[src/rtl/alu_exec_unit_pkg.sv]
// alu_exec_unit_pkg: shared widths and opcode encodings for the integer execution unit
package alu_exec_unit_pkg;
  localparam int ALU_DATA_W = 32;
  localparam int ALU_OP_W = 6;
  localparam int ALU_TAG_W = 4;
  localparam logic [ALU_OP_W-1:0] ALU_ADD  = 6'd0;
  localparam logic [ALU_OP_W-1:0] ALU_SUB  = 6'd1;
  localparam logic [ALU_OP_W-1:0] ALU_AND  = 6'd2;
  localparam logic [ALU_OP_W-1:0] ALU_OR   = 6'd3;
  localparam logic [ALU_OP_W-1:0] ALU_XOR  = 6'd4;
  localparam logic [ALU_OP_W-1:0] ALU_SLL  = 6'd5;
  localparam logic [ALU_OP_W-1:0] ALU_SRL  = 6'd6;
  localparam logic [ALU_OP_W-1:0] ALU_SRA  = 6'd7;
  localparam logic [ALU_OP_W-1:0] ALU_SLT  = 6'd8;
  localparam logic [ALU_OP_W-1:0] ALU_SLTU = 6'd9;
  localparam logic [ALU_OP_W-1:0] ALU_MUL  = 6'd10;
endpackage

[src/rtl/alu_exec_unit_comb.sv]
// alu_comb: single-cycle combinational result; unknown opcodes (and MUL) yield zero
module alu_comb
  import alu_exec_unit_pkg::*;
#(
  parameter int DATA_W = ALU_DATA_W,
  parameter int OP_W = ALU_OP_W
) (
  input  logic [OP_W-1:0]   op_i,
  input  logic [DATA_W-1:0] a_i,
  input  logic [DATA_W-1:0] b_i,
  output logic [DATA_W-1:0] res_o
);
  localparam int SH_W = $clog2(DATA_W);
  logic [SH_W-1:0] sh;
  logic signed [DATA_W-1:0] sra;
  logic slt, sltu;
  assign sh = b_i[SH_W-1:0];
  // Kept in its own signal so the arithmetic shift is evaluated in signed context
  assign sra = $signed(a_i) >>> sh;
  assign slt = $signed(a_i) < $signed(b_i);
  assign sltu = a_i < b_i;
  always_comb begin
    res_o = op_i == ALU_ADD  ? a_i + b_i :
            op_i == ALU_SUB  ? a_i - b_i :
            op_i == ALU_AND  ? a_i & b_i :
            op_i == ALU_OR   ? a_i | b_i :
            op_i == ALU_XOR  ? a_i ^ b_i :
            op_i == ALU_SLL  ? a_i << sh :
            op_i == ALU_SRL  ? a_i >> sh :
            op_i == ALU_SRA  ? sra :
            op_i == ALU_SLT  ? {{(DATA_W-1){1'b0}}, slt} :
            op_i == ALU_SLTU ? {{(DATA_W-1){1'b0}}, sltu} : '0;
  end
endmodule

[src/rtl/alu_exec_unit.sv]
// alu_exec_unit: issue/execute/CDB-hold FSM; define ALU_MUL_EN for the iterative shift-add MUL
module alu_exec_unit
  import alu_exec_unit_pkg::*;
#(
  parameter int DATA_W = ALU_DATA_W,
  parameter int OP_W = ALU_OP_W,
  parameter int TAG_W = ALU_TAG_W
) (
  input  logic              clk,
  input  logic              rst,
  input  logic              flush,
  input  logic              issue_valid,
  input  logic [OP_W-1:0]   op,
  input  logic [DATA_W-1:0] val1,
  input  logic [DATA_W-1:0] val2,
  input  logic [TAG_W-1:0]  target,
  output logic              busy,
  output logic              cdb_req,
  input  logic              cdb_grant,
  output logic [TAG_W-1:0]  cdb_tag,
  output logic [DATA_W-1:0] cdb_val
);
`ifdef ALU_MUL_EN
  typedef enum logic [1:0] {IDLE, CALC, WAIT_BUS} state_e;
  localparam int CNT_W = $clog2(DATA_W);
  logic [DATA_W-1:0] mcand_q, mcand_d, mplier_q, mplier_d;
  logic [CNT_W-1:0] cnt_q, cnt_d;
  logic is_mul;
  assign is_mul = op == ALU_MUL;
`else
  typedef enum logic [1:0] {IDLE, WAIT_BUS} state_e;
`endif
  state_e state_q, state_d;
  logic [DATA_W-1:0] res_q, res_d, comb_res;
  logic [TAG_W-1:0] tag_q, tag_d;
  logic accept;
  alu_comb #(.DATA_W(DATA_W), .OP_W(OP_W)) u_comb (
    .op_i(op), .a_i(val1), .b_i(val2), .res_o(comb_res)
  );
  assign accept = state_q == IDLE && issue_valid && !flush;
  always_comb begin
    state_d = state_q;
    res_d = res_q;
    tag_d = tag_q;
`ifdef ALU_MUL_EN
    mcand_d = mcand_q;
    mplier_d = mplier_q;
    cnt_d = cnt_q;
`endif
    if (flush) begin
      state_d = IDLE;
    end else if (accept) begin
      tag_d = target;
`ifdef ALU_MUL_EN
      mcand_d = val1;
      mplier_d = val2;
      cnt_d = '0;
      state_d = is_mul ? CALC : WAIT_BUS;
      res_d = is_mul ? '0 : comb_res;
`else
      state_d = WAIT_BUS;
      res_d = comb_res;
`endif
`ifdef ALU_MUL_EN
    end else if (state_q == CALC) begin
      // res_q doubles as the product accumulator until the last step
      res_d = mplier_q[0] ? res_q + mcand_q : res_q;
      mcand_d = mcand_q << 1;
      mplier_d = mplier_q >> 1;
      cnt_d = cnt_q + 1'b1;
      state_d = cnt_q == CNT_W'(DATA_W - 1) ? WAIT_BUS : CALC;
`endif
    end else if (state_q == WAIT_BUS && cdb_grant) begin
      state_d = IDLE;
    end
  end
  always_ff @(posedge clk) begin
    if (rst) begin
      state_q <= IDLE;
      res_q <= '0;
      tag_q <= '0;
`ifdef ALU_MUL_EN
      mcand_q <= '0;
      mplier_q <= '0;
      cnt_q <= '0;
`endif
    end else begin
      state_q <= state_d;
      res_q <= res_d;
      tag_q <= tag_d;
`ifdef ALU_MUL_EN
      mcand_q <= mcand_d;
      mplier_q <= mplier_d;
      cnt_q <= cnt_d;
`endif
    end
  end
  assign busy = state_q != IDLE;
  assign cdb_req = state_q == WAIT_BUS;
  assign cdb_tag = tag_q;
  assign cdb_val = res_q;
endmodule

[config.mk]
export PLATFORM = sky130hd
export DESIGN_NAME = alu_exec_unit
export DESIGN_NICKNAME = d
export VERILOG_FILES = /design/src/rtl/alu_exec_unit_pkg.sv /design/src/rtl/alu_exec_unit_comb.sv /design/src/rtl/alu_exec_unit.sv
export SDC_FILE = /design/constraint.sdc
export NUM_CORES = 1
export LEC_CHECK = 0
export CAP_MARGIN = 20
export CORE_ASPECT_RATIO = 1.1
export CORE_MARGIN = 8
export CORE_UTILIZATION = 50
export CTS_BUF_LIST = sky130_fd_sc_hd__clkbuf_4 sky130_fd_sc_hd__clkbuf_8
export DETAILED_ROUTE_END_ITERATION = 8
export PLACE_DENSITY = 0.72
export RECOVER_POWER = 100
export SYNTH_ARGS = -nofsm -noshare
export SYNTH_HDL_FRONTEND = slang
export SYNTH_SLANG_ARGS = --single-unit
[constraint.sdc]
create_clock -name clk -period 5.7 [get_ports clk]
set_input_delay 1.14 -clock clk [delete_from_list [all_inputs] [get_ports clk]]
set_output_delay 1.14 -clock clk [all_outputs]
set_load 0.05 [all_outputs]
==> Yosys cells after proc, flatten, opt, wreduce, memory -nomap -nowiden <==
Cells that the tools add are included.
{ "word_totals": {"word_cells": 44, "reg_bits": 37} }
{ "op_classes": {"n_addsub": 2, "n_reduce_logical": 9, "order_cmp": 2, "mux": 12, "bitwise_logic": 4, "shifts": 3, "n_eq_ne": 9} }
{ "ops": {"columns": ["operator", "n"], "rows": [
  ["$mux 32", 9],
  ["$lt 32x32->1", 2],
  ["$add 32x32->32", 1],
  ["$and 32x32->32", 1],
  ["$or 32x32->32", 1],
  ["$shl 32x5->32", 1],
  ["$shr 32x5->32", 1],
  ["$sshr 32x5->32", 1],
  ["$sub 32x32->32", 1],
  ["$xor 32x32->32", 1],
  ["$eq 6x3->1 const B", 4],
  ["$eq 6x2->1 const B", 2],
  ["$eq 6x4->1 const B", 2],
  ["$eq 6x1->1 const B", 1],
  ["$logic_not 6->1", 1],
  ["$logic_and 1x1->1", 3],
  ["$mux 1", 3],
  ["$logic_not 2->1", 1],
  ["$reduce_and 2->1", 1],
  ["$reduce_bool 2->1", 1],
  ["$reduce_or 2->1", 1],
  ["$logic_not 1->1", 1],
  ["$not 1->1", 1]
]} }

==> Depth between registers and ports, before layout <==
{ "logic_depth": {"ltp_word": 11, "ltp_mapped": 17, "mapped_depth_nobuf": 13} }

==> By module <==
A second synthesis with hierarchy kept.
{ "hier_totals": {"hier_cells": 1446, "area_unflattened_um2": 10616.4} }
{ "by_module_without_submodules": {"columns": ["module", "seq_area_each_um2", "area_each_um2", "cells_each", "instances"], "rows": [
  ["alu_comb", 0.0, 8923.6, 1285, 1],
  ["alu_exec_unit", 740.7, 1692.9, 161, 1]
]} }

==> Worst setup path after synthesis <==
Ideal clock, no wire load.
{ "synth_path": {"path_kind": "input to register", "startpoint": "in val2[2]", "endpoint": "reg res_q[28], in the netlist cdb_val[28]", "setup_slack_ns": 0.753, "path_stages": 17, "setup_ns": 0.088, "arrival_ns": 4.859, "path_cell_list": "clkbuf_1 -> inv_1 -> buf_2 -> buf_1 -> clkbuf_1 -> ha_1 -> buf_2 -> nor2_1 -> o311a_2 -> o22ai_2 -> or4b_4 -> a21o_1 -> a31o_1 -> o311a_1 -> o21ai_1 -> nand3b_1 -> a311oi_2"} }
{ "synth_via": {"elab_chain_len": 9, "elab_cells_between_ends": 13, "cone_classes": "add/sub: 2; shift: 3; mux: 8"} }
{ "synth_lines": {"columns": ["item", "line_no", "source"], "rows": [
  ["from (decl)", "alu_exec_unit.sv:15", "input logic [DATA_W-1:0] val2,"],
  ["$sshr 32x5->32", "alu_exec_unit_comb.sv:19", "assign sra = $signed(a_i) >>> sh;"],
  ["$mux 32", "alu_exec_unit_comb.sv:30", "op_i == ALU_SRA ? sra :"],
  ["$mux 32", "alu_exec_unit_comb.sv:29", "op_i == ALU_SRL ? a_i >> sh :"],
  ["$mux 32", "alu_exec_unit_comb.sv:28", "op_i == ALU_SLL ? a_i << sh :"],
  ["$mux 32", "alu_exec_unit_comb.sv:27", "op_i == ALU_XOR ? a_i ^ b_i :"],
  ["$mux 32", "alu_exec_unit_comb.sv:26", "op_i == ALU_OR ? a_i | b_i :"],
  ["$mux 32", "alu_exec_unit_comb.sv:25", "op_i == ALU_AND ? a_i & b_i :"],
  ["$mux 32", "alu_exec_unit_comb.sv:24", "op_i == ALU_SUB ? a_i - b_i :"],
  ["$mux 32 *", "alu_exec_unit_comb.sv:23", "res_o = op_i == ALU_ADD ? a_i + b_i :"],
  ["to (signal assigned)", "alu_exec_unit.sv:89", "res_q <= res_d;"],
  ["to (decl)", "alu_exec_unit.sv:34", "logic [DATA_W-1:0] res_q, res_d, comb_res;"]
]} }
Every way passes the cells marked *; elsewhere a longest branch is shown, timed or not.
A chain may end at the register's enable or synchronous reset.

==> Worst setup path after layout <==
{ "layout_path": {"startpoint": "in op[5]", "endpoint": "reg res_q[0], in the netlist cdb_val[0]"} }
{ "layout_via": {"elab_chain_len": 11, "elab_cells_between_ends": 20, "cone_classes": "eq/ne: 9; mux: 10; reduce/logical: 1"} }
{ "layout_lines": {"columns": ["item", "line_no", "source"], "rows": [
  ["from (decl)", "alu_exec_unit.sv:13", "input logic [OP_W-1:0] op,"],
  ["$eq 6x4->1", "alu_exec_unit_comb.sv:32", "op_i == ALU_SLTU ? {{(DATA_W-1){1'b0}}, sltu} : '0;"],
  ["$mux 1", "alu_exec_unit_comb.sv:32", null],
  ["$mux 32", "alu_exec_unit_comb.sv:31", "op_i == ALU_SLT ? {{(DATA_W-1){1'b0}}, slt} :"],
  ["$mux 32", "alu_exec_unit_comb.sv:30", null],
  ["$mux 32", "alu_exec_unit_comb.sv:29", null],
  ["$mux 32", "alu_exec_unit_comb.sv:28", null],
  ["$mux 32", "alu_exec_unit_comb.sv:27", null],
  ["$mux 32", "alu_exec_unit_comb.sv:26", null],
  ["$mux 32", "alu_exec_unit_comb.sv:25", null],
  ["$mux 32", "alu_exec_unit_comb.sv:24", null],
  ["$mux 32 *", "alu_exec_unit_comb.sv:23", null]
]} }
Marks and branches as above.

==> impl_results.md <==
- Failing checks: capacitance limit, slew limit
- CP peak stage delay: 0.77 ns
- Final Hold Viols: 0
- Initial core utilization: 51.1%
- Critical-path maximum fanout: 13
- Leak pwr: 0.00488 uW
- Final WL: 45600 um
- R2R setup slack: 3.37 ns
- Worst setup SP type: input pin
- Worst hold endpoint: cdb_tag[2]$_SDFFE_PP0P_
- Register-to-Register Path Depth: 7
- Root Buffer: clkbuf_8
- Fmax: 198 MHz
- # DRC: 0
- Maximum clock path buffer count: 2
- Worst path cell trace: dlygate4sd3_1 > nor3_1 > and2_0 > and3_1 > clkbuf_1 > a31oi_1 > o22ai_1 > nor2_1 > a211oi_1
- Commonest cells after routing, fill and taps aside: 227 x nor2_1, 129 x o21ai_0, 124 x a21oi_1, 110 x nand2_1, 97 x ha_1
- Final setup TNS: 0 ns
- Yosys warnings: 0
- Initial antenna violation count: 0
- Mapped cell area: 10200 sq um
- Seq pwr share: 18.1%
- Synth area leaders: ha_1 12%, mux4_2 8.6%, nor2_1 8.4%
- Seq/Total Area, Yosys: 7.28%
- Filler instances: 2023
- ANT cells: 0
- Area growth from synthesis to layout: 13.9%
- Slew headroom: -12.2%
- P_sw: 800 uW
- Max cap viols: 1
- Slew Viols, Final: 36
- Synthesized flop and latch total: 37
- TritonCTS clock tree: done
- Vias: 12500
- Clk pwr share: 13.0%
- Least-Margin Pin Slew: 1.68 ns
- P_int: 749 uW
- Crit share post-route: 88.6%
- Gp weighted congestion: 1.07
- Chip width: 152 um
- DPL Wire Length: 35200 um
- Post-Syn Area per Cell: 6.80 sq um
- Vias in the first global route: 11600
- I/O pins: 117
- Final setup violation count: 0
- Post-DR wirelength/cell: 25.3 um
- Hold Path Origin: cdb_tag[2]$_SDFFE_PP0P_
- Synth Area in Compound Gates: 33.1%
- Pin count of the biggest net entering global routing: 81
- Slowest-stage cell, CP: and2_0
- CP Buf/Inv Count: 2
- Final instance area: 11600 sq um
- First-pass iteration count of the detailed router: 6
- Synth top area share: 11.9%
- Period minus WS final: 5.05 ns
- Reg2reg start: state_q[0]$_SDFFE_PP0P_
- Top_reg_cell synth: dfxtp_1
- First-pass GRT wire length: 69600 um
- Combinational Power Share: 68.9%
- Cell taking the most area after synthesis: ha_1
- Share of cells above drive strength 1: 8.13%
- Via density: 6.95
- GRT overflow: 0
- Core area: 19900 sq um
- Crit Path Category: in2reg
- Clock slew at reported path FFs: 0.10 ns
- EDFF count, synth: 0
- Layout Skew: 0.0190 ns
- Post-synthesis adder-cell area fraction: 12.3%
- VDD IR max: 0.0726 mV
- Crit path max-delay family: simple AND/OR/NAND/NOR gates
- Setup bufs post-CTS: 0
- Most common cell after layout, fill and taps aside: nor2_1
- XOR/XNOR Fraction of Synth Area: 2.50%
- Layout Nets: 1726
- PwrDens: 134 nW/um^2
- TritonCTS buffer count: 5
- Initial drt markers: 1814
- Crit path launch: op[5]
- Net Sw Frac: 51.6%
- Synth cell types: 74
- Mux contribution to synthesized area: 15.1%
- Mapped Cells: 1497
- H-tree Lvls: 2
- Die Area: 25200 sq um
- FP Rows: 54
- I/O Buffers: 116
- RSZ-0062 raised after global routing: no
- Placed instance area: 11500 sq um
- Clock sinks: 37
- DIE HEIGHT: 166 um
- Clk_lat worst skew: 0.31 ns
- Post_cts resized: 0
- Synth Net Count: 1675
- R2R Path End: cdb_val[9]$_SDFFE_PP0P_
- Critical path required time: 5.90 ns
- Arrival time worst endpoint: 5.25 ns
- Hold Crit Class: reg2reg
- Hold_buf cts: 0
- Critical path endpoint category: flop
- DRT antenna net count: 0
- Largest family of logic cells by synthesized area: compound AO/OA/AOI/OAI gates
- Status: complete, but fails checks
- Worst hold path depth: 2
- Async S/R FF share, synth: 0%
- Simple-gate portion of the synthesized area: 21.4%
- GRT Overall Usage: 34.5%
-- kinds of logic (layout without fill, tap and decap cells) --
logic type                 after synthesis  count (layout)
muxes                                  103             103
and+or+nand+nor                        496             496
adders and majority gates               99              99
AOI/OAI and AO/OA                      519             519
xor gates and xnor gates                29              29
buffers and inverters                  214             266
DFF                                     37              37
-- final cells by class --
cell class	count	area, sq um	area share (%)
Inverter	94	353	3.04
Timing Repair Buffer	164	1510	13.0
Clock buffer	6	76.3	0.658
Tap cell	252	315	2.72
Sequential cell	37	741	6.39
Clock inverter	2	10.0	0.0863
Multi-Input combinational cell	1246	8590	74.1
-- synthesized netlist by cell type, drive strengths merged (19+ instances only) --
cell	count
nand3	27
a211oi	30
ha	97
clkbuf	80
o22ai	21
o21ai	132
nand2	110
buf	40
inv	94
a221oi	20
nor2	227
o31ai	19
a31oi	19
mux4	39
mux2i	53
a21oi	124
o211ai	19
dfxtp	37
nor3	58
xnor2	20
-- per-stage QoR --
step / power (uW) / utilization, % / instances / hold WS, ns / worst slack, ns
6_report: 1550 / 58.2 / 1801 / 0.453 / 0.648
5_1_grt: 1630 / 58.2 / 1801 / 0.489 / 0.377
4_1_cts: 1520 / 58.2 / 1801 / 0.459 / 1.09
3_5_place_dp: 1320 / 57.8 / 1793 / 0.446 / 0.788
3_3_place_gp: 1310 / 57.8 / 1793 / 0.438 / 0.897
2_1_floorplan: 972 / - / 1497 / 0.675 / 0.753
-- how the worst max path moves through the flow --
stage | to | slack [ns] | cells past startpoint
detailed placement | cdb_val[31]$_SDFFE_PP0P_ | 0.79 | 14
CTS | cdb_val[31]$_SDFFE_PP0P_ | 1.09 | 14
floorplan | cdb_val[28]$_SDFFE_PP0P_ | 0.75 | 17
finish | cdb_val[0]$_SDFFE_PP0P_ | 0.65 | 9
global route | cdb_val[27]$_SDFFE_PP0P_ | 0.38 | 14
global placement | cdb_val[29]$_SDFFE_PP0P_ | 0.90 | 14
-- state kept, by name (all words and copies together), names as in the netlist --
signal   cells
cdb_tag      4
cdb_val     32
state_q      1
-- power by group through the flow --
| stage | sequential (uW) | clock [uW] | combinational, uW |
|---|---|---|---|
| CTS | 281 | 205 | 1040 |
| floorplan | 337 | 0 | 636 |
| global route | 283 | 214 | 1130 |
| global placement | 287 | 0 | 1030 |
| finish | 281 | 201 | 1070 |
| detailed placement | 287 | 0 | 1030 |
-- worst register-to-register path, stage by stage (launching register included) --
cell and delay (ns):
dfxtp_1 0.35, nor2_1 0.14, nand2_1 0.43, buf_4 0.40
a221oi_1 0.29, o21ai_0 0.14, a211oi_1 0.30, nor3_1 0.08
-- per-layer routing --
layer  global-route usage (%)  up-vias  share of wire [%]
met5                        0        -                  0
met4                     14.2        0                4.6
met3                     7.29      154                 12
met2                     52.5      909                 43
met1                     46.4     5829                 40
li1                         -     5621                  -
No activity file was read; power rests on OpenSTA's default activity.
